**config.mk**
```make
export PLATFORM = sky130hd
export DESIGN_NAME = sqrt_arbiter
export DESIGN_NICKNAME = d
export VERILOG_FILES = /design/src/rtl/sqrt_arbiter.sv
export SDC_FILE = /design/constraint.sdc
export NUM_CORES = 1
export LEC_CHECK = 0
export CORE_ASPECT_RATIO = 2
export CORE_MARGIN = 2
export CORE_UTILIZATION = 32
export DETAILED_ROUTE_END_ITERATION = 10
export PLACE_DENSITY = 0.75
export SLEW_MARGIN = 15
export SYNTH_ARGS = -nofsm -noshare
export SYNTH_HDL_FRONTEND = slang
export SYNTH_SLANG_ARGS = --single-unit
```
**constraint.sdc**
```tcl
create_clock -name clk_i -period 2.8 [get_ports clk_i]
set_input_delay 0.56 -clock clk_i [delete_from_list [all_inputs] [get_ports clk_i]]
set_output_delay 0.56 -clock clk_i [all_outputs]
set_load 0.05 [all_outputs]
```
**src/rtl/sqrt_arbiter.sv**
```systemverilog
// sqrt_arbiter
//   Round-robin scheduler that shares one iterative sqrt unit among N_REQ
//   requesters. It takes one operand at a time, drives the sqrt unit until
//   busy falls, then returns the registered result to the requester that
//   owns the operation.
//
// Ports
//   clk_i, rstn_i          clock, asynchronous active-low reset
//   req_valid_i/ready_o    per-requester operand handshake (ready at most one-hot)
//   req_data_i             8-bit operand per requester, packed [8k+7:8k]
//   rsp_valid_o/ready_i    per-requester result handshake (valid one-hot or zero)
//   rsp_data_o, rsp_err_o  shared result and watchdog-abort flag
//   sq_enb_o, sq_dt_o      sqrt unit enable (clock gate) and operand
//   sq_busy_i, sq_dt_i     sqrt unit busy flag and result
//   grant_id_o             index of the current/last owner
//
// Build option
//   SQRT_ARB_TIMEOUT_EN    adds a watchdog: if LAUNCH+RUN lasts TIMEOUT_CYC
//                          cycles the operation is returned with rsp_err_o=1
//                          and rsp_data_o=0. Without it rsp_err_o is tied low.
//
// state    | meaning
// ---------+-------------------------------------------------------------
// S_IDLE   | no operation; arbitrate and accept one operand
// S_LAUNCH | sqrt enabled with operand, waiting for busy to rise
// S_RUN    | sqrt computing, waiting for busy to fall
// S_RESP   | sqrt frozen, result offered to the owner

module sqrt_arbiter #(
  parameter int N_REQ       = 4,
  parameter int ID_W        = $clog2(N_REQ),
  parameter int TIMEOUT_CYC = 64
) (
  input  logic                 clk_i,
  input  logic                 rstn_i,
  input  logic [N_REQ-1:0]     req_valid_i,
  input  logic [8*N_REQ-1:0]   req_data_i,
  output logic [N_REQ-1:0]     req_ready_o,
  output logic [N_REQ-1:0]     rsp_valid_o,
  output logic [7:0]           rsp_data_o,
  output logic                 rsp_err_o,
  input  logic [N_REQ-1:0]     rsp_ready_i,
  output logic                 sq_enb_o,
  output logic [7:0]           sq_dt_o,
  input  logic                 sq_busy_i,
  input  logic [7:0]           sq_dt_i,
  output logic [ID_W-1:0]      grant_id_o
);

  typedef enum logic [1:0] {
    S_IDLE   = 2'd0,
    S_LAUNCH = 2'd1,
    S_RUN    = 2'd2,
    S_RESP   = 2'd3
  } state_e;

  state_e           state_q, state_d;
  logic [ID_W-1:0]  last_id_q, last_id_d;
  logic [ID_W-1:0]  grant_q, grant_d;
  logic [7:0]       op_q, op_d;
  logic [7:0]       res_q, res_d;
  logic [N_REQ-1:0] rsp_valid_q, rsp_valid_d;
  logic             enb_q, enb_d;

  logic             win_found;
  logic [ID_W-1:0]  win_id;
  logic [7:0]       win_data;
  logic [N_REQ-1:0] grant_oh;

`ifdef SQRT_ARB_TIMEOUT_EN
  localparam int TMO_W = (TIMEOUT_CYC > 1) ? $clog2(TIMEOUT_CYC) : 1;
  logic [TMO_W-1:0] tmo_q, tmo_d;
  logic             err_q, err_d;
`endif

  // Round-robin search: first valid requester after the last owner, wrapping.
  always_comb begin
    int              idx;
    logic [ID_W-1:0] cand;
    win_found = 1'b0;
    win_id    = '0;
    idx       = 0;
    cand      = '0;
    for (int i = 1; i <= N_REQ; i++) begin
      idx  = (int'(last_id_q) + i) % N_REQ;
      cand = ID_W'(idx);
      if (!win_found && req_valid_i[cand]) begin
        win_found = 1'b1;
        win_id    = cand;
      end
    end
  end

  always_comb begin
    win_data = '0;
    for (int k = 0; k < N_REQ; k++) begin
      if (win_id == ID_W'(k)) begin
        win_data = req_data_i[8*k +: 8];
      end
    end
  end

  always_comb begin
    grant_oh          = '0;
    grant_oh[grant_q] = 1'b1;
  end

  always_comb begin
    state_d     = state_q;
    last_id_d   = last_id_q;
    grant_d     = grant_q;
    op_d        = op_q;
    res_d       = res_q;
    rsp_valid_d = rsp_valid_q;
    enb_d       = enb_q;
    req_ready_o = '0;
`ifdef SQRT_ARB_TIMEOUT_EN
    tmo_d       = tmo_q;
    err_d       = err_q;
`endif

    case (state_q)
      S_IDLE: begin
        if (win_found) begin
          req_ready_o[win_id] = 1'b1;
          grant_d             = win_id;
          op_d                = win_data;
          enb_d               = 1'b1;
          state_d             = S_LAUNCH;
`ifdef SQRT_ARB_TIMEOUT_EN
          // Down-counter terminates at zero, so load limit-1.
          tmo_d               = TMO_W'(TIMEOUT_CYC - 1);
`endif
        end
      end
      S_LAUNCH: begin
        if (sq_busy_i) begin
          state_d = S_RUN;
        end
      end
      S_RUN: begin
        if (!sq_busy_i) begin
          res_d       = sq_dt_i;
          enb_d       = 1'b0;
          rsp_valid_d = grant_oh;
          state_d     = S_RESP;
        end
      end
      S_RESP: begin
        // Only the owner's ready matters; the sqrt stays frozen until then.
        if (rsp_ready_i[grant_q]) begin
          rsp_valid_d = '0;
          last_id_d   = grant_q;
          state_d     = S_IDLE;
`ifdef SQRT_ARB_TIMEOUT_EN
          err_d       = 1'b0;
`endif
        end
      end
      default: begin
        state_d = S_IDLE;
      end
    endcase

`ifdef SQRT_ARB_TIMEOUT_EN
    // Watchdog overrides LAUNCH/RUN progress unless RUN completes normally
    // this cycle.
    if (state_q == S_LAUNCH || (state_q == S_RUN && sq_busy_i)) begin
      if (tmo_q == '0) begin
        res_d       = '0;
        err_d       = 1'b1;
        enb_d       = 1'b0;
        rsp_valid_d = grant_oh;
        state_d     = S_RESP;
      end else begin
        tmo_d = tmo_q - 1'b1;
      end
    end
`endif
  end

  always_ff @(posedge clk_i or negedge rstn_i) begin
    if (!rstn_i) begin
      state_q     <= S_IDLE;
      last_id_q   <= ID_W'(N_REQ - 1);
      grant_q     <= '0;
      op_q        <= '0;
      res_q       <= '0;
      rsp_valid_q <= '0;
      enb_q       <= 1'b0;
`ifdef SQRT_ARB_TIMEOUT_EN
      tmo_q       <= '0;
      err_q       <= 1'b0;
`endif
    end else begin
      state_q     <= state_d;
      last_id_q   <= last_id_d;
      grant_q     <= grant_d;
      op_q        <= op_d;
      res_q       <= res_d;
      rsp_valid_q <= rsp_valid_d;
      enb_q       <= enb_d;
`ifdef SQRT_ARB_TIMEOUT_EN
      tmo_q       <= tmo_d;
      err_q       <= err_d;
`endif
    end
  end

  assign sq_enb_o    = enb_q;
  assign sq_dt_o     = op_q;
  assign rsp_valid_o = rsp_valid_q;
  assign rsp_data_o  = res_q;
  assign grant_id_o  = grant_q;

`ifdef SQRT_ARB_TIMEOUT_EN
  assign rsp_err_o = err_q;
`else
  assign rsp_err_o = 1'b0;
`endif

endmodule
```
==> results of run 1 <==
-- metrics by stage --
stage                     hold slack, ns  total power [mW]  cells  setup WS, ns
after detailed placement           0.495              2.71    290        0.0305
after CTS                          0.517              2.94    294        0.0260
after global routing               0.532              3.09    294      -0.00615
after floorplan                    0.264              2.03    151         0.133
final                              0.513              2.91    294        0.0744
after global placement             0.487              2.68    290        0.0860
-- power by group --
group | internal (mW) | switching, mW
sequential | 0.594 | 0.151
combinational | 0.830 | 1.11
clock | 0.0998 | 0.125
total | 1.52 | 1.39
-- state kept, by name (all words and copies together), names as in the netlist --
| signal | flops |
|---|---|
| state_q | 2 |
| grant_id_o | 2 |
| sq_enb_o | 1 |
| sq_dt_o | 8 |
| rsp_valid_o | 4 |
| rsp_data_o | 8 |
| last_id_q | 2 |
-- critical path, delay by kind of cell --
family | cells | cell delay, ns
buf+inv | 3 | 0.81
simple gates | 3 | 0.52
compound gates | 1 | 0.28
-- kinds of logic (layout without fill, tap and decap cells) --
kind of cell    count (synthesis)  in the layout  share of synthesized area [%]
simple gates                   41             41                           12.8
fa+ha+maj                       5              5                           3.86
other cells                     1              1                          0.231
flops                          27             27                           41.8
buf+inv                        16            102                           4.86
mux                            31             31                           21.6
compound gates                 30             30                           14.8
-- final cells by class --
type                       instances  area [µm²]
clock buffer                       3        41.3
sequential                        27         678
multi-input combinational        108         870
fill                             425        2260
inverter                           9        33.8
timing repair buffer              89         901
tap                               57        71.3
clock inverter                     1        5.00
-- synthesized netlist by cell type (all sizes together) (2+ instances only) --
cell    instances  area (µm²)
clkbuf          4        15.0
nor2b           5        31.3
nor3b           2        15.0
mux2           19         218
a221o           4        40.0
dfrtp          25         626
nand3           8        40.0
a211oi         12        90.1
a21o            2        22.5
inv             9        33.8
buf             3        30.0
nand2b          2        12.5
a21oi           6        30.0
nor2           11        41.3
dfstp           2        52.6
mux2i          11         110
and3b           2        17.5
nand2           7        26.3
and3            2        12.5
ha              5        62.6
-- final timing paths --
path	startpoint	to	slack [ns]	cells past startpoint
worst min register to register	rsp_valid_o[0]	rsp_valid_o[0]	0.51	1
max in group asynchronous	rstn_i	last_id_q[1]	1.84	2
worst max-delay path	req_valid_i[2]	req_ready_o[2]	0.07	7
worst max register to register	last_id_q[1]	sq_dt_o[7]	0.67	6
min in group asynchronous	rstn_i	rsp_valid_o[2]	0.65	2
worst min-delay path	rsp_valid_o[0]	rsp_valid_o[0]	0.51	1
-- what timing repair did --
action | 4_1_cts | 5_1_grt
endpoints found under the setup margin | 0 | 2
gates resized for setup | 0 | 2
hold buffers | 0 | 0
buffers inserted | 0 | 0
-- layer usage --
layer | wire length [µm] | global-route usage [%] | vias up
met3 | 220 | 2.14 | 2
met5 | 0 | 0 | -
met1 | 1630 | 16.8 | 700
met2 | 2480 | 31.0 | 46
li1 | - | - | 720
met4 | 54 | 5.89 | 0
==> results.py, run 1 <==
metrics = {
    "run_status": {
        "status": "complete, no violations",
    },
    "final_layout": {
        "fin_util_pct": 53.4,
        "syn2layout_area_growth_pct": 60.3,
        "drive_gt1_share_pct": 19.8,
        "final_cell_mix": "clkdlybuf4s50_1 (73), dfrtp_1 (25), mux2_2 (18)",
        "layout_commonest_cell": "clkdlybuf4s50_1",
        "final_area_um2": 2600,
        "nets": 294,
        "diodes": 0,
    },
    "place": {
        "placed_area_um2": 2550,
        "dp_hpwl_mm": 3.46,
        "io_buffers": 77,
        "place_congestion": 0.696,
    },
    "setup_path": {
        "critPathCaptureType": "output pin",
        "worstPathRequired_ns": 2.24,
        "arrival_ns": 2.17,
        "worstSetupPathType": "in2out",
        "crit_fanout": 6,
        "cp_cell_sequence": "clkdlybuf4s50_1 -> inv_2 -> and3_1 -> a221oi_1 -> nand2_1 -> nor2_2 -> buf_12",
        "cp_slowest_cell": "clkdlybuf4s50_1",
        "crit_path_max_incr_delay_ns": 0.59,
        "start_kind": "input pin",
    },
    "die": {
        "coreArea_um2": 4860,
        "rows": 36,
        "io_pins": 79,
        "fp.dieH_um": 105,
        "dieArea_um2": 5690,
        "fp.dieW_um": 54.3,
        "initial_core_util_pct": 33.3,
    },
    "logic_synthesis": {
        "syn-mean-instance-area_um2": 10.7,
        "ys_async_sr_fraction_pct": 100,
        "synthCells": 151,
        "ys_ff_latch": 27,
        "yosysUniqueCellTypes": 34,
        "synth.yosys.seq_area_share_pct": 41.8,
        "ys.flop_type": "dfrtp_1",
        "yosys_warnings": 0,
        "syn_area_um2": 1620,
        "synth_nets": 207,
        "synth_edf_count": 0,
    },
    "timing": {
        "slew_headroom_pct": 61.3,
        "slew_viol_final": 0,
        "max_freq_mhz": 367,
        "worst_pin_slew_ns": 0.575,
        "finalSetupViolations": 0,
        "fin_crit_ns": 2.73,
        "rsz0062_at_grt": "yes",
        "finalHoldViolations": 0,
        "fin_crit_sh_pct": 97.3,
        "fin_tns_setup_ns": 0,
        "fin_skew_ns": 0.00415,
    },
    "clocking": {
        "cts_buffer_depth": 2,
        "cts_tree": "yes",
        "clkTransAtPathRegs_ns": 0.10,
        "cts_buffers": 3,
        "clock_sinks": 27,
        "htree_levels": 1,
        "clockRootBuffer": "clkbuf_8",
        "clock_latency_ns": 0.27,
    },
    "power_and_ir_drop": {
        "p_leak_nw": 1.12,
        "irDropWorstVdd_v": 0.000814,
        "power_per_cell_area_nw_per_um2": 1120,
    },
    "routing": {
        "vias_per_cell": 4.99,
        "firstDrtPassIters": 4,
        "wire_per_inst_um": 14.9,
        "routed_wl_mm": 4.39,
        "drc": 0,
        "postRouteAntennaNets": 0,
        "drtIter0Drc": 27,
        "vias": 1468,
    },
    "hold_path": {
        "worst_hold_path_type": "reg2reg",
    },
    "global_route": {
        "track_usage_pct": 16.4,
        "grt_max_degree": 28,
        "grt_pass1_vias": 1568,
        "grt_pass1_wl_mm": 6.97,
        "overflow": 0,
        "antenna_found_initial": 0,
    },
    "run": {
        "maxCapViolCount": 0,
    },
}
Power figures use the tool's default switching activity.
==> run 2: changes to the inputs <==
--- a/config.mk
+++ b/config.mk
@@ -7,9 +7,10 @@
 export LEC_CHECK = 0
 export CORE_ASPECT_RATIO = 2
 export CORE_MARGIN = 2
-export CORE_UTILIZATION = 32
+export CORE_UTILIZATION = 40
 export DETAILED_ROUTE_END_ITERATION = 10
-export PLACE_DENSITY = 0.75
+export GPL_TIMING_DRIVEN = 0
+export PLACE_DENSITY = 0.88
 export SLEW_MARGIN = 15
 export SYNTH_ARGS = -nofsm -noshare
 export SYNTH_HDL_FRONTEND = slang
==> run 2 against run 1 <==
  * Flip-flop and latch count is the same
  * Clock skew grew 0.00099 ns
  * Total power shrank 1.0%
  * Global-route usage grew 4.0 points
  * Highest routed layer unchanged
  * Largest power group unchanged
  * Die area shrank 19%
  * Sequential share of layout area grew 0.50 points
==> results.py, run 2 (same netlist as run 1, synthesis figures left out) <==
metrics = {
    "clocking": {
        "clockRootBuffer": "clkbuf_8",
        "cts_buffers": 3,
        "clock_sinks": 27,
        "clock_latency_ns": 0.28,
        "cts_tree": "yes",
        "cts_buffer_depth": 2,
        "htree_levels": 1,
        "clkTransAtPathRegs_ns": 0.09,
    },
    "final_layout": {
        "drive_gt1_share_pct": 19.7,
        "layout_commonest_cell": "clkdlybuf4s50_1",
        "nets": 290,
        "fin_cells": 284,
        "syn2layout_area_growth_pct": 57.3,
        "diodes": 0,
        "final_cell_mix": "clkdlybuf4s50_1 (68), dfrtp_1 (25), mux2_2 (18)",
    },
    "routing": {
        "vias_per_cell": 5.18,
        "met3_length_um": 203,
        "firstDrtPassIters": 4,
        "routed_wl_mm": 4.39,
        "wire_per_inst_um": 15.5,
        "postRouteAntennaNets": 0,
        "drt-met1-wl_mm": 1.56,
        "route.met2.wl_mm": 2.53,
        "drc": 0,
        "top_layer_used": "met4",
        "vias": 1470,
        "drtIter0Drc": 35,
    },
    "power_and_ir_drop": {
        "power_per_cell_area_nw_per_um2": 1130,
        "p_leak_nw": 1.10,
        "irDropWorstVdd_v": 0.000778,
    },
    "setup_path": {
        "cp_cell_sequence": "dlygate4sd2_1 -> and3b_1 -> o32a_1 -> clkbuf_4 -> inv_1 -> and3_1 -> buf_4",
        "r2r_end": "sq_dt_o[7]",
        "reg2reg_slack_ns": 0.63,
        "critPathCaptureType": "output pin",
        "worstSetupPathType": "in2out",
        "crit_path_max_incr_delay_ns": 0.38,
        "crit_fanout": 10,
        "rr_startpoint": "last_id_q[1]",
        "worstPathRequired_ns": 2.24,
        "cp_slowest_cell": "o32a_1",
        "worst_r2r_path_depth": 7,
        "arrival_ns": 2.16,
        "start_kind": "input pin",
    },
    "place": {
        "dp.cells": 279,
        "place_congestion": 0.760,
        "dp_hpwl_mm": 3.46,
        "io_buffers": 77,
    },
    "timing": {
        "max_freq_mhz": 368,
        "fin_tns_setup_ns": 0,
        "slew_headroom_pct": 60.1,
        "rsz0062_at_grt": "no",
        "finalHoldViolations": 0,
        "fin_crit_ns": 2.72,
        "fin_crit_sh_pct": 97.1,
        "fin_skew_ns": 0.00514,
        "slew_viol_final": 0,
        "worst_pin_slew_ns": 0.599,
        "finalSetupViolations": 0,
    },
    "die": {
        "io_pins": 79,
        "initial_core_util_pct": 41.8,
        "fp.dieH_um": 94.0,
        "rows": 32,
        "dieArea_um2": 4610,
        "coreArea_um2": 3880,
        "fp.dieW_um": 49.0,
    },
    "run": {
        "maxCapViolCount": 0,
    },
    "hold_path": {
        "worst_hold_path_type": "in2async",
    },
    "global_route": {
        "grt_max_degree": 28,
        "overflow": 0,
        "grt_pass1_vias": 1624,
        "track_usage_pct": 20.4,
        "antenna_found_initial": 0,
        "grt_pass1_wl_mm": 7.29,
    },
    "run_status": {
        "status": "complete, no violations",
    },
}
-- run 2: cell count changes in the layout (fill, tap and decap cells not counted), sizes merged --
cell	delta
clkbuf	+2
buf	-6
clkdlybuf4s50	-5
clkdlybuf4s15	+1
dlygate4sd2	+4
-- run 2: repair_timing --
item	4_1_cts	5_1_grt
endpoints found under the hold margin	0	0
hold buffers	0	0
pin swaps	1	0
setup endpoints to repair	4	3
buffers inserted	1	0
gates resized for setup	35	5
-- run 2: where the power goes --
| part | switching, mW | internal (mW) |
|---|---|---|
| registers | 0.136 | 0.593 |
| logic | 1.14 | 0.789 |
| clock network | 0.123 | 0.100 |
| total | 1.40 | 1.48 |
-- run 2: metrics by stage --
stage / cell area [µm²] / setup WS (ns) / power (mW) / utilization [%] / hold WS (ns)
global route: 2550 / 0.0107 / 3.05 / 65.7 / 0.332
finish: 2550 / 0.0799 / 2.88 / 65.7 / 0.280
CTS: 2530 / 0.107 / 2.88 / 65.2 / 0.291
floorplan: 1620 / 0.133 / 2.03 / - / 0.264
detailed placement: 2450 / -1.01 / 2.63 / 63.1 / 0.499
global placement: 2460 / -0.973 / 2.59 / 63.2 / 0.489
-- run 2: area by class of cell --
type                       instances  area (µm²)
fill                             330        1330
multi-input combinational        108         910
timing repair buffer              78         766
sequential                        27         678
tap                               51        63.8
buffer                             7        53.8
clock buffer                       3        41.3
inverter                           9        33.8
clock inverter                     1        5.00
-- run 2: worst max-delay path: cells and delay by family --
family          cells  cell delay (ns)
buf+inv             4             0.83
simple gates        2             0.38
compound gates      1             0.38
-- run 2: metal layers --
| metal | vias up | global-route usage [%] |
|---|---|---|
| met5 | - | 0 |
| met4 | 0 | 10.2 |
| met3 | 7 | 3.03 |
| met2 | 48 | 39.6 |
| met1 | 707 | 20.3 |
| li1 | 708 | - |
-- run 2: worst max-delay path by stage --
stage / endpoint / cells after the start / slack, ns / start
floorplan: req_ready_o[0] / 7 / 0.13 / state_q[0]
global placement: req_ready_o[2] / 8 / -0.97 / req_valid_i[3]
detailed placement: req_ready_o[0] / 8 / -1.01 / req_valid_i[3]
CTS: req_ready_o[1] / 7 / 0.11 / req_valid_i[3]
global route: req_ready_o[1] / 7 / 0.01 / req_valid_i[3]
finish: req_ready_o[1] / 7 / 0.08 / req_valid_i[3]
